### src/rtl/wide_add_sequencer.sv
// wide_add_sequencer
//   Multi-cycle wide adder. The two W-bit operands (W = 16*NWORDS) are captured
//   once, then streamed LSW first through a single 16-bit Sklansky prefix adder,
//   one slice per cycle, with the slice carry-out registered as the next
//   slice's carry-in. Valid/ready handshakes on both the operand and result side.
//
// Ports
//   clk        in   1   clock, rising edge
//   rst_n      in   1   asynchronous active-low reset
//   in_valid   in   1   operands and carry-in valid
//   in_ready   out  1   block can accept operands (IDLE only)
//   a, b       in   W   operands
//   cin        in   1   carry into slice 0
//   out_valid  out  1   result valid, held until out_ready
//   out_ready  in   1   consumer accepts result
//   sum        out  W   a+b+cin modulo 2^W
//   cout       out  1   carry out of bit W-1
//   ovf        out  1   two's complement overflow of the W-bit sum
//   busy       out  1   high in RUN or DONE

// Skalansky_Exact
//   16-bit combinational Sklansky parallel-prefix adder. Cin is treated as the
//   generate term of an extra prefix position 0, so every group carry comes out
//   of the same log-depth tree. Cout[k] is the carry out of bit k; only the top
//   two are exported (carry into and out of the MSB).
module Skalansky_Exact (
    input  logic [16:1]  A,
    input  logic [16:1]  B,
    input  logic         Cin,
    output logic [16:1]  Sum,
    output logic [16:15] Cout
);
    logic [16:0] g;
    logic [16:0] p;
    logic [16:1] hs;

    assign hs = A ^ B;

    // Level l combines each node whose bit l is set with the last node of the
    // lower half-block; that node has bit l clear, so it is never rewritten in
    // the same level and in-place update is safe.
    always_comb begin
        g = {A & B, Cin};
        p = {hs, 1'b0};
        for (int l = 0; l < 5; l++) begin
            for (int i = 0; i < 17; i++) begin
                if (((i >> l) & 1) == 1) begin
                    g[i] = g[i] | (p[i] & g[((i >> l) << l) - 1]);
                    p[i] = p[i] & p[((i >> l) << l) - 1];
                end
            end
        end
    end

    assign Sum  = hs ^ g[15:0];
    assign Cout = g[16:15];
endmodule

module wide_add_sequencer #(
    parameter int NWORDS = 4
) (
    input  logic                 clk,
    input  logic                 rst_n,
    input  logic                 in_valid,
    output logic                 in_ready,
    input  logic [16*NWORDS-1:0] a,
    input  logic [16*NWORDS-1:0] b,
    input  logic                 cin,
    output logic                 out_valid,
    input  logic                 out_ready,
    output logic [16*NWORDS-1:0] sum,
    output logic                 cout,
    output logic                 ovf,
    output logic                 busy
);
    localparam int W  = 16 * NWORDS;
    localparam int IW = $clog2(NWORDS);

    typedef enum logic [1:0] {IDLE, RUN, DONE} state_t;

    state_t          state;
    logic [IW-1:0]   idx;
    logic            carry;
    logic [W-1:0]    a_reg;
    logic [W-1:0]    b_reg;
    logic [W-1:0]    sum_reg;
    logic            cout_reg;
    logic            ovf_reg;
    logic [16:1]     core_sum;
    logic [16:15]    core_cout;

    Skalansky_Exact u_core (
        .A    (a_reg[{idx, 4'b0000} +: 16]),
        .B    (b_reg[{idx, 4'b0000} +: 16]),
        .Cin  (carry),
        .Sum  (core_sum),
        .Cout (core_cout)
    );

    always_ff @(posedge clk or negedge rst_n) begin
        if (!rst_n) begin
            state     <= IDLE;
            idx       <= '0;
            carry     <= 1'b0;
            a_reg     <= '0;
            b_reg     <= '0;
            sum_reg   <= '0;
            cout_reg  <= 1'b0;
            ovf_reg   <= 1'b0;
            in_ready  <= 1'b1;
            out_valid <= 1'b0;
            busy      <= 1'b0;
        end else begin
            case (state)
                IDLE: begin
                    if (in_valid) begin
                        a_reg    <= a;
                        b_reg    <= b;
                        carry    <= cin;
                        idx      <= '0;
                        state    <= RUN;
                        in_ready <= 1'b0;
                        busy     <= 1'b1;
                    end
                end
                RUN: begin
                    sum_reg[{idx, 4'b0000} +: 16] <= core_sum;
                    carry <= core_cout[16];
                    if (idx == IW'(NWORDS - 1)) begin
                        cout_reg  <= core_cout[16];
                        // Carry into the MSB differs from carry out of it.
                        ovf_reg   <= core_cout[15] ^ core_cout[16];
                        state     <= DONE;
                        out_valid <= 1'b1;
                    end else begin
                        idx <= idx + 1'b1;
                    end
                end
                DONE: begin
                    if (out_ready) begin
                        state     <= IDLE;
                        out_valid <= 1'b0;
                        in_ready  <= 1'b1;
                        busy      <= 1'b0;
                    end
                end
                default: begin
                    state     <= IDLE;
                    in_ready  <= 1'b1;
                    out_valid <= 1'b0;
                    busy      <= 1'b0;
                end
            endcase
        end
    end

    assign sum  = sum_reg;
    assign cout = cout_reg;
    assign ovf  = ovf_reg;
endmodule

### config.mk
export PLATFORM = sky130hd
export DESIGN_NAME = wide_add_sequencer
export DESIGN_NICKNAME = d
export VERILOG_FILES = /design/src/rtl/wide_add_sequencer.sv
export SDC_FILE = /design/constraint.sdc
export NUM_CORES = 1
export LEC_CHECK = 0
export BUFFER_PORTS_ARGS = -buffer_cell sky130_fd_sc_hd__clkbuf_2
export CAP_MARGIN = 20
export CORE_AREA = 2 2 140 142
export DETAILED_ROUTE_END_ITERATION = 10
export DIE_AREA = 0 0 142 144
export GPL_TIMING_DRIVEN = 0
export PLACE_DENSITY = 0.76
export SYNTH_ARGS = -nofsm -noshare
export SYNTH_HDL_FRONTEND = slang
export SYNTH_SLANG_ARGS = --single-unit
### constraint.sdc
create_clock -name clk -period 4.85 [get_ports clk]
set_input_delay 0.485 -clock clk [delete_from_list [all_inputs] [get_ports clk]]
set_output_delay 0.485 -clock clk [all_outputs]
set_load 0.1 [all_outputs]
* Yosys cells after proc, flatten, opt, wreduce, memory -nomap -nowiden
Index checks and enable logic that the tools add are counted.
** Word-level totals
- Register bits :: 202
- Input bits :: 133
- Output and inout bits :: 69
- Word-level logic and storage cells :: 140
** Cells by class
- Add/sub/neg operators :: 2
- Equality and inequality tests :: 7
- Shift-type cells :: 4
- Multiplexer cells :: 18
- Bitwise operators :: 89
- Reduce and logical (&&, ||, !) cells :: 9
** Operators by type and width (count)
- 64-bit by 7-bit variable part select with 16-bit output :: 2
- 64-bit bitwise mux :: 1
- 16-bit by 8-bit variable shift with 64-bit output (first input constant) :: 1
- 16-bit by 8-bit variable part select with 64-bit output :: 1
- 1-bit bitwise AND :: 50
- 1-bit OR :: 33
- 16-bit XOR :: 2
- 16-bit bitwise AND :: 1
- 3-bit AND reduction :: 4
- 2-bit two-way mux :: 5
- 1-bit one-hot mux with 3 select lines :: 3
- 2-bit != test (second input constant) :: 4
- 6-bit negator with 8-bit output :: 1
- 1-bit two-way mux :: 6
- 2-bit one-hot mux with 3 select lines :: 1
- 2-bit AND reduction :: 3
- 2-bit == test (second input constant) :: 2
- 2-bit one-hot mux with 2 select lines :: 1
- 2-bit by 1-bit adder with 2-bit output (second input constant) :: 1
- 2-bit by 1-bit == test with 1-bit output (second input constant) :: 1
- 2-bit logical NOT :: 1
- 1-bit NOT :: 2
- 1-bit one-hot mux with 2 select lines :: 1
- 2-bit nonzero test :: 1
- 1-bit XOR :: 1

* Logic depth before layout (Yosys ltp)
Gate-level depths: netlist of the first run.
- Depth after elaboration :: 13
- Mapped depth :: 12
- Mapped depth without buffers :: 10

* Cells and area by module
From an unflattened synthesis of the first run, not the netlist that was laid out.
** Unflattened totals
- Cells, all modules :: 663
- Area, all modules :: 9175.0 um^2
** By module, submodules not included
- wide_add_sequencer :: times used 1, cells each 580, area an instance 8463.1 um^2, sequential area each 5056.1 um^2
- Skalansky_Exact :: times used 1, cells each 83, area an instance 711.9 um^2, sequential area each 0.0 um^2

* Worst setup path after synthesis of the first run
No wires, ideal clock.
- Path kind :: register to register
- From :: register idx[0]
- To :: register ovf_reg, in the netlist ovf
- Setup time :: 69 ps
- Data arrival time :: 3941 ps
- Data required time :: 4781 ps
- Path slack :: 840 ps
- Cell stages (with the launch flop) :: 13
- Path buffers :: 2
- Period minus slack after synthesis :: 4010 ps
- Cells stage by stage :: dfrtp_1 clkbuf_1 buf_2 mux4_2 fa_1 a211oi_1 or3_4 a21oi_4 nor3_2 nor2_1 fa_1 or4_1 nand3_1
** On the way
- Cells in the longest elaborated chain, start to end :: 13
- Elaborated cells between the ends (all ways) :: 50
- Classes of those cells :: eq/ne (1); shift (2); bitwise (46); reduce/logical (1)
** RTL lines
- from (decl) :: line 82 : logic [IW-1:0] idx;
- from (signal assigned) :: line 136 : idx <= idx + 1'b1;
- 64-bit by 7-bit variable part select with 16-bit output (on tied branches) :: line 93, 94
- 16-bit XOR :: line 37 : assign hs = A ^ B;
- 1-bit bitwise AND :: line 48 : g[i] = g[i] | (p[i] & g[((i >> l) << l) - 1]);
- 1-bit OR :: line 48
- 1-bit bitwise AND :: line 48
- 1-bit OR :: line 48
- 1-bit bitwise AND :: line 48
- 1-bit OR :: line 48
- 1-bit bitwise AND :: line 48
- 1-bit OR :: line 48
- 1-bit bitwise AND :: line 48
- 1-bit OR (*) :: line 48
- via core_cout (one bit) :: line 90 : logic [16:15] core_cout;
- 1-bit XOR (*) :: line 132 : ovf_reg <= core_cout[15] ^ core_cout[16];
- to (signal assigned) :: line 132
- to (decl) :: line 88 : logic ovf_reg;
Mark *: on every way through the listed nets, which the timed path passes. The rest lies on a longest branch.
A chain may end at the register's enable or synchronous reset.

* Worst setup path in the final report of the first run
Same ends and word-level chain as after synthesis.

==> results of run 1 <==
per-layer routing:
layer  part of all wire  up-vias  GRT usage
li1                   -     2792          -
met1               0.43     3078      0.301
met5                  0        -          0
met2               0.47      193      0.380
met4              0.028        0     0.0705
met3              0.063       35     0.0440
final cells by class:
cell class / count / area [um2] / area share
multi-input combinational: 389 / 3760 / 0.338
clock inverter: 6 / 82.6 / 0.00742
buffer: 31 / 136 / 0.0123
inverter: 13 / 48.8 / 0.00439
timing repair buffer: 204 / 1080 / 0.0971
clock buffer: 32 / 659 / 0.0593
tap: 238 / 298 / 0.0268
antenna: 1 / 2.50 / 0.000225
sequential: 202 / 5060 / 0.455
worst paths after layout:
path,startpoint,cells past startpoint,endpoint
max,idx[0],12,ovf
min,a[12],2,a_reg[12]
max reg2reg,idx[0],12,ovf
min reg2reg,sum[18],2,sum[18]
max in group asynchronous,rst_n,3,sum[35]
min in group asynchronous,rst_n,2,sum[26]
placed cells by master, fill, tap and decap left out, drive strengths merged, types with 2 or more instances in the layout:
cell,count
or3,5
buf,17
o21a,2
nor3,5
fa,5
clkinv,3
nor2b,6
nand3,7
bufinv,2
and2,2
a211oi,2
inv,13
a22o,37
nand4,5
o22a,2
nor2,17
xnor2,3
mux2,131
nand2b,2
nand2,46
clkbuf,249
ha,20
o21ai,36
xor2,3
nand3b,2
dfrtp,201
a21oi,9
mux4,32
cells by family (layout without fill, tap and decap cells):
kind of cell	count (synthesis)	after routing	synth area share
other	0	1	0
AOI/OAI and AO/OA	94	94	0.0735
adders and majority gates	25	25	0.0389
DFF	202	202	0.562
xor gates and xnor gates	6	6	0.00584
muxes	164	164	0.245
buffers and inverters	44	286	0.0204
and+or+nand+nor	100	100	0.0544
metrics by stage:
stage	instance area, um2	hold slack (ns)
finish	11100	0.203
global route	11100	0.185
CTS	11100	0.191
detailed placement	10400	0.472
global placement	10300	0.462
floorplan	9000	0.189
what timing repair did:
action / in CTS / in global routing
endpoints found under the hold margin: 6 / 0
resized for setup: 0 / 2
hold buffers: 1 / 0
endpoints found under the setup margin: 0 / 1
==> results.sh, run 1 <==
export IMPL_status="finished clean"
export IMPL_path_cells="clkbuf_2 -> buf_2 -> mux4_2 -> fa_1 -> a211oi_1 -> or3_4 -> a21oi_4 -> nor3_2 -> nor2_1 -> fa_1 -> or4_1 -> nand3_1"
export IMPL_synth_top_cell_by_area="dfrtp_1"
export IMPL_grt_pass1_wl_um=35300
export IMPL_cp_max_fo=10
export IMPL_pre_cts_slack_ns=0.104
export IMPL_rows=51
export IMPL_syn_area_per_cell_um2=14.2
export IMPL_rsz0062_at_grt="no"
export IMPL_finalCritPeriodShare=0.916
export IMPL_period_minus_slack_ns=4.44
export IMPL_syn_inst=635
export IMPL_hold_violations=0
export IMPL_tns_ns=0
export IMPL_fin_skew_ns=0.0241
export IMPL_relSlewSlack=0.486
export IMPL_synthTopCellsByCount="dfrtp_1, mux2_2, nand2_1, a22o_1, o21ai_0"
export IMPL_clk_pin_slew_ns=0.06
export IMPL_yosysMostFrequentCell="dfrtp_1"
export IMPL_port_buffers=201
export IMPL_synth_flop_cell="dfrtp_1"
export IMPL_grt_max_degree=78
export IMPL_wirelength_um=22500
export IMPL_async_flop_share=1.00
export IMPL_critPathRequiredTime_ns=5.28
export IMPL_cts_buffers=22
export IMPL_yosysUniqueCellTypes=44
export IMPL_antenna_found_initial=0
export IMPL_grt_pass1_vias=6384
export IMPL_coreArea_um2=19100
export IMPL_cp_top_family="simple AND/OR/NAND/NOR gates"
export IMPL_path_common_cell="fa_1"
export IMPL_tightest_slew_ns=0.771
export IMPL_hold_path_class="in -> reg"
export IMPL_gp_congestion=0.807
export IMPL_layout_setup_ws_ns=0.406
export IMPL_die_area_um2=20400
export IMPL_dp_cells=1076
export IMPL_setup_violations=0
export IMPL_io_pins=202
export IMPL_cts_sinks=202
export IMPL_synth_top_area_frac=0.559
export IMPL_final_cells=1116
export IMPL_die_y_um=144
export IMPL_overflow=0
export IMPL_regToRegSetupSlack_ns=0.41
export IMPL_cap_violations=0
export IMPL_fillers=1536
export IMPL_ys_warn_count=0
export IMPL_ys_seq_area_frac=0.562
export IMPL_root_buffer="clkbuf_16"
export IMPL_track_usage=0.227
export IMPL_synth_edff_count=0
export IMPL_cp_arrival_ns=4.87
export IMPL_path_class="reg -> reg"
export IMPL_clkLatencyLatePin_ns=0.51
export IMPL_start_kind="register"
export IMPL_nNetsFinal=1021
export IMPL_final_util=0.583
export IMPL_cts_buffer_depth=3
export IMPL_tritoncts="built"
export IMPL_first_pass_iters=4
export IMPL_final_antenna_net_count=0
export IMPL_fmax_mhz=225
export IMPL_die_w_um=142
export IMPL_yosys_register_bits=202
export IMPL_first_iter_violations=236
export IMPL_end_kind="register"
export IMPL_layout_drive_gt1_share=0.485
export IMPL_post_cts_setup_buffers=0
export IMPL_wl_per_cell_um=20.2
export IMPL_detailed_place_hpwl_um=16600
export IMPL_drc=0
export IMPL_start_util=0.472
export IMPL_synth_fp_nets=793
export IMPL_via_per_inst=5.46
export IMPL_area_growth_syn_to_layout_pct=23.6
export IMPL_h_tree_depth=1
export IMPL_cp_slowest_cell="mux4_2"
export IMPL_cp_num_buf_inv=2
export IMPL_worst_path_largest_cell_delay_ns=0.59
export IMPL_drv_slew=0
export IMPL_routed_via_count=6098
export IMPL_syn_area_um2=9000
export IMPL_synth_area_leaders="dfrtp_1, mux2_2, mux4_2, a22o_1, ha_1"
Power of run 1 is left out: the tool's default activity adds up to more than one toggle a clock period on the data nets, which glitch-free logic cannot reach.
==> run 2, diff against run 1 <==
==> config.mk (replaced) <==
export PLATFORM = sky130hd
export DESIGN_NAME = wide_add_sequencer
export DESIGN_NICKNAME = d
export VERILOG_FILES = /design/src/rtl/wide_add_sequencer.sv
export SDC_FILE = /design/constraint.sdc
export NUM_CORES = 1
export LEC_CHECK = 0
export CAP_MARGIN = 20
export CORE_AREA = 2 2 140 142
export DETAILED_ROUTE_END_ITERATION = 10
export DIE_AREA = 0 0 142 144
export DONT_BUFFER_PORTS = 1
export GPL_TIMING_DRIVEN = 0
export PLACE_DENSITY = 0.66
export SYNTH_ARGS = -nofsm -noshare
export SYNTH_HDL_FRONTEND = slang
export SYNTH_SLANG_ARGS = --single-unit
==> constraint.sdc (replaced) <==
create_clock -name clk -period 5.5 [get_ports clk]
set_input_delay 0.55 -clock clk [delete_from_list [all_inputs] [get_ports clk]]
set_output_delay 0.55 -clock clk [all_outputs]
set_load 0.1 [all_outputs]
==> run 2 against run 1 <==
  * The flow now finishes with violations (negative hold slack)
  * Clock skew about the same
  * Maximum frequency is 6.0% lower
  * Count of clock-buffer cells in the layout is 2 lower
  * Worst setup slack improved by 0.37 ns
==> results.sh, run 2 (synthesized netlist as in run 1, its figures left out) <==
export IMPL_grt_max_degree=203
export IMPL_finalCritPeriodShare=0.859
export IMPL_path_common_cell="fa_1"
export IMPL_relSlewSlack=0.240
export IMPL_overflow=0
export IMPL_gp_congestion=0.787
export IMPL_hold_violations=1
export IMPL_grt_pass1_wl_um=33600
export IMPL_rows=51
export IMPL_violations="negative hold slack"
export IMPL_tritoncts="built"
export IMPL_clkLatencyLatePin_ns=0.50
export IMPL_path_cells="clkbuf_1 -> buf_2 -> mux4_2 -> fa_1 -> a211oi_1 -> or3_4 -> a21oi_4 -> nor3_2 -> nor2_1 -> fa_1 -> or4_1 -> nand3_1"
export IMPL_worst_path_largest_cell_delay_ns=0.59
export IMPL_final_cell_mix="dfrtp_1, mux2_2, nand2_1"
export IMPL_track_usage=0.218
export IMPL_fin_skew_ns=0.0241
export IMPL_drc=0
export IMPL_final_antenna_net_count=0
export IMPL_setup_violations=0
export IMPL_period_minus_slack_ns=4.73
export IMPL_path_depth=12
export IMPL_die_w_um=142
export IMPL_cts_buffers=21
export IMPL_die_y_um=144
export IMPL_cts_buffer_depth=3
export IMPL_coreArea_um2=19100
export IMPL_layout_drive_gt1_share=0.326
export IMPL_wirelength_um=22200
export IMPL_hold_path_class="in -> async"
export IMPL_cp_slowest_cell="clkbuf_1"
export IMPL_wl_per_cell_um=24.3
export IMPL_die_area_um2=20400
export IMPL_cts_sinks=202
export IMPL_critPathRequiredTime_ns=5.92
export IMPL_grt_pass1_vias=5854
export IMPL_final_area_um2=10000
export IMPL_rsz0062_at_grt="no"
export IMPL_cp_arrival_ns=5.15
export IMPL_routed_via_count=5386
export IMPL_rr_worst_depth=12
export IMPL_clk_pin_slew_ns=0.06
export IMPL_fin_hold_ws_ns=-0.00134
export IMPL_cp_max_fo=10
export IMPL_place_area_um2=9300
export IMPL_path_class="reg -> reg"
export IMPL_nNetsFinal=817
export IMPL_fmax_mhz=212
export IMPL_area_growth_syn_to_layout_pct=11.6
export IMPL_first_iter_violations=217
export IMPL_h_tree_depth=1
export IMPL_end_kind="register"
export IMPL_final_common_cell="dfrtp_1"
export IMPL_root_buffer="clkbuf_16"
export IMPL_start_util=0.472
export IMPL_cp_num_buf_inv=2
export IMPL_cap_violations=0
export IMPL_fillers=1561
export IMPL_drv_slew=0
export IMPL_io_pins=202
export IMPL_start_kind="register"
export IMPL_via_per_inst=5.89
export IMPL_tns_ns=0
export IMPL_port_buffers=0
export IMPL_detailed_place_hpwl_um=16500
export IMPL_antenna_found_initial=3
export IMPL_tightest_slew_ns=1.14
export IMPL_status="finished with violations"
export IMPL_cp_top_family="simple AND/OR/NAND/NOR gates"
export IMPL_first_pass_iters=4
export IMPL_final_util=0.526
run 2: cell type report:
type                       instances  area [um2]  area share
timing repair buffer               1        27.5     0.00274
tap                              238         298      0.0296
multi-input combinational        389        3760       0.374
clock inverter                     8         124      0.0123
sequential                       202        5060       0.503
antenna                            2        5.00    0.000498
clock buffer                      30         589      0.0587
inverter                          13        48.8     0.00486
buffer                            31         135      0.0135
run 2: worst reg2reg max path, cell delays in order, from the launching register on:
cell      delay (ns)
dfrtp_1         0.39
clkbuf_1        0.59
buf_2           0.49
mux4_2          0.58
fa_1            0.47
a211oi_1        0.35
or3_4           0.24
a21oi_4         0.09
nor3_2          0.25
nor2_1          0.09
fa_1            0.48
or4_1           0.54
nand3_1         0.09
run 2: what timing repair did:
| item | CTS | global route |
|---|---|---|
| endpoints found under the hold margin | 202 | 0 |
| hold buffers | 1 | 0 |
| buffers inserted | 0 | 0 |
| resized for setup | 0 | 0 |
run 2: routing by layer:
layer	track usage	up-vias	share of wire
li1	-	2388	-
met1	0.271	2768	0.40
met2	0.368	195	0.49
met3	0.0689	35	0.080
met4	0.0621	0	0.026
met5	0	-	0
run 2: final timing paths:
| kind | from | endpoint | slack [ns] |
|---|---|---|---|
| max in group asynchronous | rst_n | idx[0] | 4.52 |
| worst max-delay path | idx[0] | ovf | 0.77 |
| min in group clk | b[48] | b_reg[48] | 0.19 |
| worst min-delay path | rst_n | out_valid | -0.001 |
| worst min register to register | b_reg[38] | b_reg[38] | 0.50 |
| worst max register to register | idx[0] | ovf | 0.77 |
run 2: metrics by stage:
step,instances,worst slack (ns)
after global routing,913,0.372
final,914,0.773
after detailed placement,873,0.731
after global placement,873,0.767
after floorplan,635,1.49
after CTS,912,0.696
Power of run 2 is left out for the same reason.
